`config.mk`:
```
export PLATFORM = sky130hd
export DESIGN_NAME = respuesta_rx_flat
export DESIGN_NICKNAME = d
export VERILOG_FILES = /design/src/rtl/respuesta_rx_if.sv /design/src/rtl/respuesta_rx.sv /design/src/flat_wrapper.sv
export SDC_FILE = /design/constraint.sdc
export NUM_CORES = 1
export LEC_CHECK = 0
export CORE_MARGIN = 5
export CORE_UTILIZATION = 56
export CTS_CLUSTER_SIZE = 30
export DETAILED_ROUTE_END_ITERATION = 8
export HOLD_SLACK_MARGIN = 0.08
export PLACE_DENSITY_LB_ADDON = 0.08
export SLEW_MARGIN = 20
export SYNTH_ARGS = -nofsm -noshare
export SYNTH_HDL_FRONTEND = slang
export SYNTH_SLANG_ARGS = --single-unit
export TNS_END_PERCENT = 20
```
`constraint.sdc`:
```
create_clock -name clk -period 2.6 [get_ports clk]
set_input_delay 0.52 -clock clk [delete_from_list [all_inputs] [get_ports clk]]
set_output_delay 0.52 -clock clk [all_outputs]
set_load 0.005 [all_outputs]
```
`src/rtl/respuesta_rx_if.sv`:
```
// rtl/respuesta_rx_if.sv - serial return line and decoded byte/acknowledge strobes
interface respuesta_rx_if;
    logic       rx;
    logic [7:0] data;
    logic       data_valid;
    logic       frame_err;
    logic       ok_det;
    logic       err_det;
    logic       busy;

    modport master (
        input  rx,
        output data, data_valid, frame_err, ok_det, err_det, busy
    );

    modport slave (
        output rx,
        input  data, data_valid, frame_err, ok_det, err_det, busy
    );
endinterface

```
`src/rtl/respuesta_rx.sv`:
```
// rtl/respuesta_rx.sv - 8N1 UART receiver with "OK\r\n" / "ERROR\r\n" matcher
module respuesta_rx #(
    parameter int BAUD = 434
) (
    input  logic            clk,
    input  logic            rst,
    respuesta_rx_if.master  bus
);

    typedef enum logic [1:0] {IDLE, START, DATA, STOP} state_t;

    localparam logic [31:0] OK_SEQ  = 32'h4F4B_0D0A;
    localparam logic [55:0] ERR_SEQ = 56'h45_5252_4F52_0D0A;

    state_t      state, state_nx;
    logic        rx_m, rx_s;
    logic        armed;
    logic [27:0] baud_cnt;
    logic [2:0]  bit_idx;
    logic [7:0]  shreg;
    logic [55:0] hist;
    logic [55:0] hist_nx;
    logic [7:0]  data_r;
    logic        dv_r, fe_r, ok_r, er_r;

    logic        cnt_zero;
    logic        ld_half, ld_full, dec, clr_idx, take_bit, stop_good, stop_bad;

    assign cnt_zero = (baud_cnt == 28'd0);
    assign hist_nx  = {hist[47:0], data_r};

    always_comb begin
        state_nx  = state;
        ld_half   = 1'b0;
        ld_full   = 1'b0;
        dec       = 1'b0;
        clr_idx   = 1'b0;
        take_bit  = 1'b0;
        stop_good = 1'b0;
        stop_bad  = 1'b0;
        case (state)
            IDLE: begin
                // armed blocks retriggering while a break keeps the line low
                if (!rx_s && armed) begin
                    ld_half  = 1'b1;
                    state_nx = START;
                end
            end
            START: begin
                if (!cnt_zero) begin
                    dec = 1'b1;
                end else if (!rx_s) begin
                    ld_full  = 1'b1;
                    clr_idx  = 1'b1;
                    state_nx = DATA;
                end else begin
                    state_nx = IDLE;
                end
            end
            DATA: begin
                if (!cnt_zero) begin
                    dec = 1'b1;
                end else begin
                    take_bit = 1'b1;
                    ld_full  = 1'b1;
                    if (bit_idx == 3'd7) state_nx = STOP;
                end
            end
            STOP: begin
                if (!cnt_zero) begin
                    dec = 1'b1;
                end else begin
                    stop_good = rx_s;
                    stop_bad  = !rx_s;
                    state_nx  = IDLE;
                end
            end
            default: state_nx = IDLE;
        endcase
    end

    always_ff @(posedge clk) begin
        if (rst) begin
            state <= IDLE;
        end else begin
            state <= state_nx;
        end
    end

    always_ff @(posedge clk) begin
        if (rst) begin
            rx_m     <= 1'b1;
            rx_s     <= 1'b1;
            armed    <= 1'b1;
            baud_cnt <= 28'd0;
            bit_idx  <= 3'd0;
            shreg    <= 8'h00;
        end else begin
            rx_m <= bus.rx;
            rx_s <= rx_m;

            if (stop_bad)
                armed <= 1'b0;
            else if (stop_good || (state == IDLE && rx_s))
                armed <= 1'b1;

            // Reload BAUD-1: the sampling cycle is itself one of the BAUD cycles of a bit
            if (ld_half)
                baud_cnt <= 28'(BAUD / 2);
            else if (ld_full)
                baud_cnt <= 28'(BAUD - 1);
            else if (dec)
                baud_cnt <= baud_cnt - 28'd1;

            if (clr_idx)
                bit_idx <= 3'd0;
            else if (take_bit)
                bit_idx <= bit_idx + 3'd1;

            if (take_bit)
                shreg <= {rx_s, shreg[7:1]};
        end
    end

    always_ff @(posedge clk) begin
        if (rst) begin
            data_r <= 8'h00;
            dv_r   <= 1'b0;
            fe_r   <= 1'b0;
            ok_r   <= 1'b0;
            er_r   <= 1'b0;
            hist   <= 56'd0;
        end else begin
            dv_r <= stop_good;
            fe_r <= stop_bad;
            if (stop_good)
                data_r <= shreg;

            if (stop_bad) begin
                hist <= 56'd0;
                ok_r <= 1'b0;
                er_r <= 1'b0;
            end else if (dv_r) begin
                hist <= hist_nx;
                ok_r <= (hist_nx[31:0] == OK_SEQ);
                er_r <= (hist_nx == ERR_SEQ);
            end else begin
                ok_r <= 1'b0;
                er_r <= 1'b0;
            end
        end
    end

    assign bus.data       = data_r;
    assign bus.data_valid = dv_r;
    assign bus.frame_err  = fe_r;
    assign bus.ok_det     = ok_r;
    assign bus.err_det    = er_r;
    assign bus.busy       = (state != IDLE);

endmodule
```
`src/flat_wrapper.sv`:
```
// flat-port wrapper written by rule: the top's interface ports become plain ports
module respuesta_rx_flat 
#(
    parameter int BAUD = 434
)
  (clk, rst, bus_rx, bus_data, bus_data_valid, bus_frame_err, bus_ok_det, bus_err_det, bus_busy);
  respuesta_rx_if bus_i ();
  input  logic clk;
  input  logic rst;
  input wire logic [$bits(bus_i.rx)-1:0] bus_rx;
  output wire logic [$bits(bus_i.data)-1:0] bus_data;
  output wire logic [$bits(bus_i.data_valid)-1:0] bus_data_valid;
  output wire logic [$bits(bus_i.frame_err)-1:0] bus_frame_err;
  output wire logic [$bits(bus_i.ok_det)-1:0] bus_ok_det;
  output wire logic [$bits(bus_i.err_det)-1:0] bus_err_det;
  output wire logic [$bits(bus_i.busy)-1:0] bus_busy;
  assign bus_i.rx = bus_rx;
  assign bus_data = bus_i.data;
  assign bus_data_valid = bus_i.data_valid;
  assign bus_frame_err = bus_i.frame_err;
  assign bus_ok_det = bus_i.ok_det;
  assign bus_err_det = bus_i.err_det;
  assign bus_busy = bus_i.busy;
  respuesta_rx #(.BAUD(BAUD)) u_core (.clk(clk), .rst(rst), .bus(bus_i));
endmodule
```
==> impl_metrics.csv <==
group,metric,value,unit
placement,numPortBuffers,15,
critical_path,critical_path.endpoint,"u_core.hist[19]",
power,leakage,1.692,nW
timing,worst_slack,193.8,ps
clock_network,cts_inserted_buffers,9,
final_layout,drive_gt1_share,8.980,%
logic_synthesis,synth_area_per_cell,9.230,µm²
die,fp.dieArea,9644,µm²
detailed_routing,route.detailed.drc,0,
timing,fin_hold_ws,436.5,ps
die,initial_core_util,56.97,%
timing,drv_slew,0,
global_route,grt_pass1_wl,14.08,mm
timing,finalSetupViolations,0,
clock_network,cts.sinks,104,
critical_path,rr_startpoint,"u_core.baud_cnt[12]",
global_route,grt_pass1_vias,3009,
final_layout,fin_util,63.14,%
detailed_routing,drt_pass1_iterations,5,
logic_synthesis,yosysSeqAreaShare,47.79,%
clock_network,cts.clk_slew.worst_paths,100,ps
critical_path,crit_fanout,16,
placement,pre_cts_ws,83.54,ps
power,p_per_area,1090,nW/µm²
clock_network,clock_path_buffers,2,
final_layout,areaGrowthSynthToFinish,10.83,%
final_layout,num_antenna_cells,0,
die,chipWidth,98.21,µm
critical_path,r2r-end,"u_core.hist[19]",
timing,timing.fmax,415.6,MHz
die,fp.coreArea,7647,µm²
logic_synthesis,ys_seq_elements,104,
placement,hpwl,5.740,mm
detailed_routing,avgRoutedWirePerCell,13.87,µm
global_route,grtUsageTotal,17.44,%
global_route,antenna_found_initial,0,
timing,hold_viol,0,
critical_path,rr_worst_depth,6,
critical_path,crit_arrival,2670,ps
timing,setup-tns-final,0,ps
critical_path,worstPathRequired,2860,ps
power,p_total,5.262,mW
placement,dp.cells,576,
clock_network,postCtsSetupBuffers,0,
final_layout,layout.nets,495,
logic_synthesis,synth_area,4357,µm²
clock_network,cts_tree,"yes",
power,ir_drop,0.0008839,V
die,dieHeight,98.21,µm
timing,worst_slew_pin_slew,577.5,ps
logic_synthesis,synth_cell_type_count,48,
min_path,hp-start,"u_core.rx_m",
detailed_routing,vias,3215,
die,rows,32,
global_route,grt_start_max_net_pins,33,
clock_network,clock_latency,360,ps
timing,fin_crit,2406,ps
status,status,"complete, no violations",
timing,slew_headroom,61.14,%
detailed_routing,antenna_left,0,
critical_path,crit_start,"u_core.baud_cnt[12]",
critical_path,ff2ff_setup_slack,190,ps
detailed_routing,drt_wl_total,8.210,mm
critical_path,cp-start-kind,"flop",
logic_synthesis,postSynth.asyncResetShare,0,%
clock_network,cts_max_level,3,
timing,post-route-period-util,92.55,%
critical_path,crit_type,"flop to flop",
timing,finalClockSkew,10.50,ps
placement,place_congestion,0.7951,
final_layout,stdcell_area,4828,µm²
global_route,grt.overflow.total,0,
timing,rsz0062_at_grt,"no",
die,io_pins,16,
logic_synthesis,synth-edff-count,0,
min_path,hp-class,"flop to flop",
logic_synthesis,syn_inst,472,
logic_synthesis,synth_warnings,0,
detailed_routing,drtIter0Drc,94,
placement,placed_area,4609,µm²
detailed_routing,via_per_inst,5.431,
critical_path,setup.worst_path.end_class,"flop",
logic_synthesis,synth.net_count,482,
final_layout,fillers,662,
clock_network,root_buffer,"clkbuf_8",
final_layout,fin_cells,592,
flow_run,maxCapViolations,0,
logic_synthesis,synth-main-ff-cell,"dfxtp_1",
synthesized netlist by cell type, types with 3 or more instances:
library cell	n	area [µm²]
a21oi_1	25	125.1
and3_1	3	18.77
buf_2	4	20.02
clkbuf_1	17	63.81
dfxtp_1	104	2082
ha_1	7	87.58
inv_1	7	26.28
mux2i_1	50	500.5
nand2_1	44	165.2
nand2b_1	5	31.28
nand3_1	15	75.07
nand4_1	7	43.79
nor2_1	83	311.6
nor3_1	9	45.04
nor4_1	16	100.1
nor4b_1	6	52.55
or2_2	4	25.02
or3_1	4	25.02
or4_1	4	30.03
xnor2_1	10	87.58
xor2_1	16	140.1
cells by family after synthesis:
group / Yosys count / synth area share [%]
flip-flops: 104 / 47.79
AND/OR/NAND/NOR: 215 / 24.64
adder cells (fa/ha/maj): 7 / 2.010
AO/OA/AOI/OAI: 38 / 5.285
buffers and inverters: 32 / 3.561
XOR/XNOR: 26 / 5.227
multiplexers: 50 / 11.49
registers in the layout (all words and copies together), names as in the netlist, 3 cells and up, named ones only:
register and cells:
u_core.baud_cnt 28, u_core.bit_idx 3, u_core.bus.data 8, u_core.hist 48, u_core.shreg 8
worst min path at each step:
stage	endpoint	slack, ps	cells past startpoint
2_1_floorplan	u_core.rx_s	390	1
3_5_place_dp	u_core.rx_s	400	1
5_1_grt	u_core.rx_s	450	1
4_1_cts	u_core.rx_s	440	1
3_3_place_gp	u_core.rx_s	400	1
6_report	u_core.rx_s	440	1
layout by cell type (no fill, tap or decap), types with 2 or more instances in the layout:
master,n
and2_1,2
or4_1,3
ha_1,7
and4b_1,2
nand3_1,15
or2_2,4
or4_4,2
nor2_1,83
nor3_1,9
clkinv_4,4
xor2_1,16
nand2_1,44
or4b_2,2
nand2b_1,5
inv_1,7
nand4_1,7
a21oi_1,25
mux2i_1,50
xnor2_1,10
clkbuf_8,10
and3_1,2
buf_4,11
nor4b_1,6
or3_1,4
clkdlybuf4s50_1,15
nor4_1,16
dfxtp_1,103
a22oi_1,2
power by group:
part	switching [mW]	total, mW	internal (mW)
Clock	0.559	1.04	0.485
Sequential	0.172	1.94	1.76
Combinational	1.37	2.28	0.912
critical path, stage by stage, from the launching register on:
cell and delay, ps:
dfxtp_1 360, or4_4 580, or4_4 500, nor4_4 320, a31o_2 260, buf_4 220, nor2_1 60
layer usage:
layer  wire length [µm]  vias up  GRT usage (%)
met5                  0        -              0
met4                119        0          7.038
met3                138       11          3.071
met2               3790       24          27.28
met1               4162     1527          23.96
li1                   -     1653              -
area by class of cell:
cell class,count,area (µm²),share of cell area [%]
Clock buffer,10,137.6,2.850
Clock inverter,6,76.32,1.581
Inverter,7,26.28,0.5442
Multi-Input combinational cell,336,2125,44.00
Sequential cell,104,2083,43.15
Tap cell,102,127.6,2.643
Timing Repair Buffer,27,252.7,5.235
what timing repair did:
action | CTS | global route
hold buffers | 0 | 0
resized for setup | 0 | 2
endpoints found under the setup margin | 0 | 45
No activity file was read; power rests on OpenSTA's default activity.
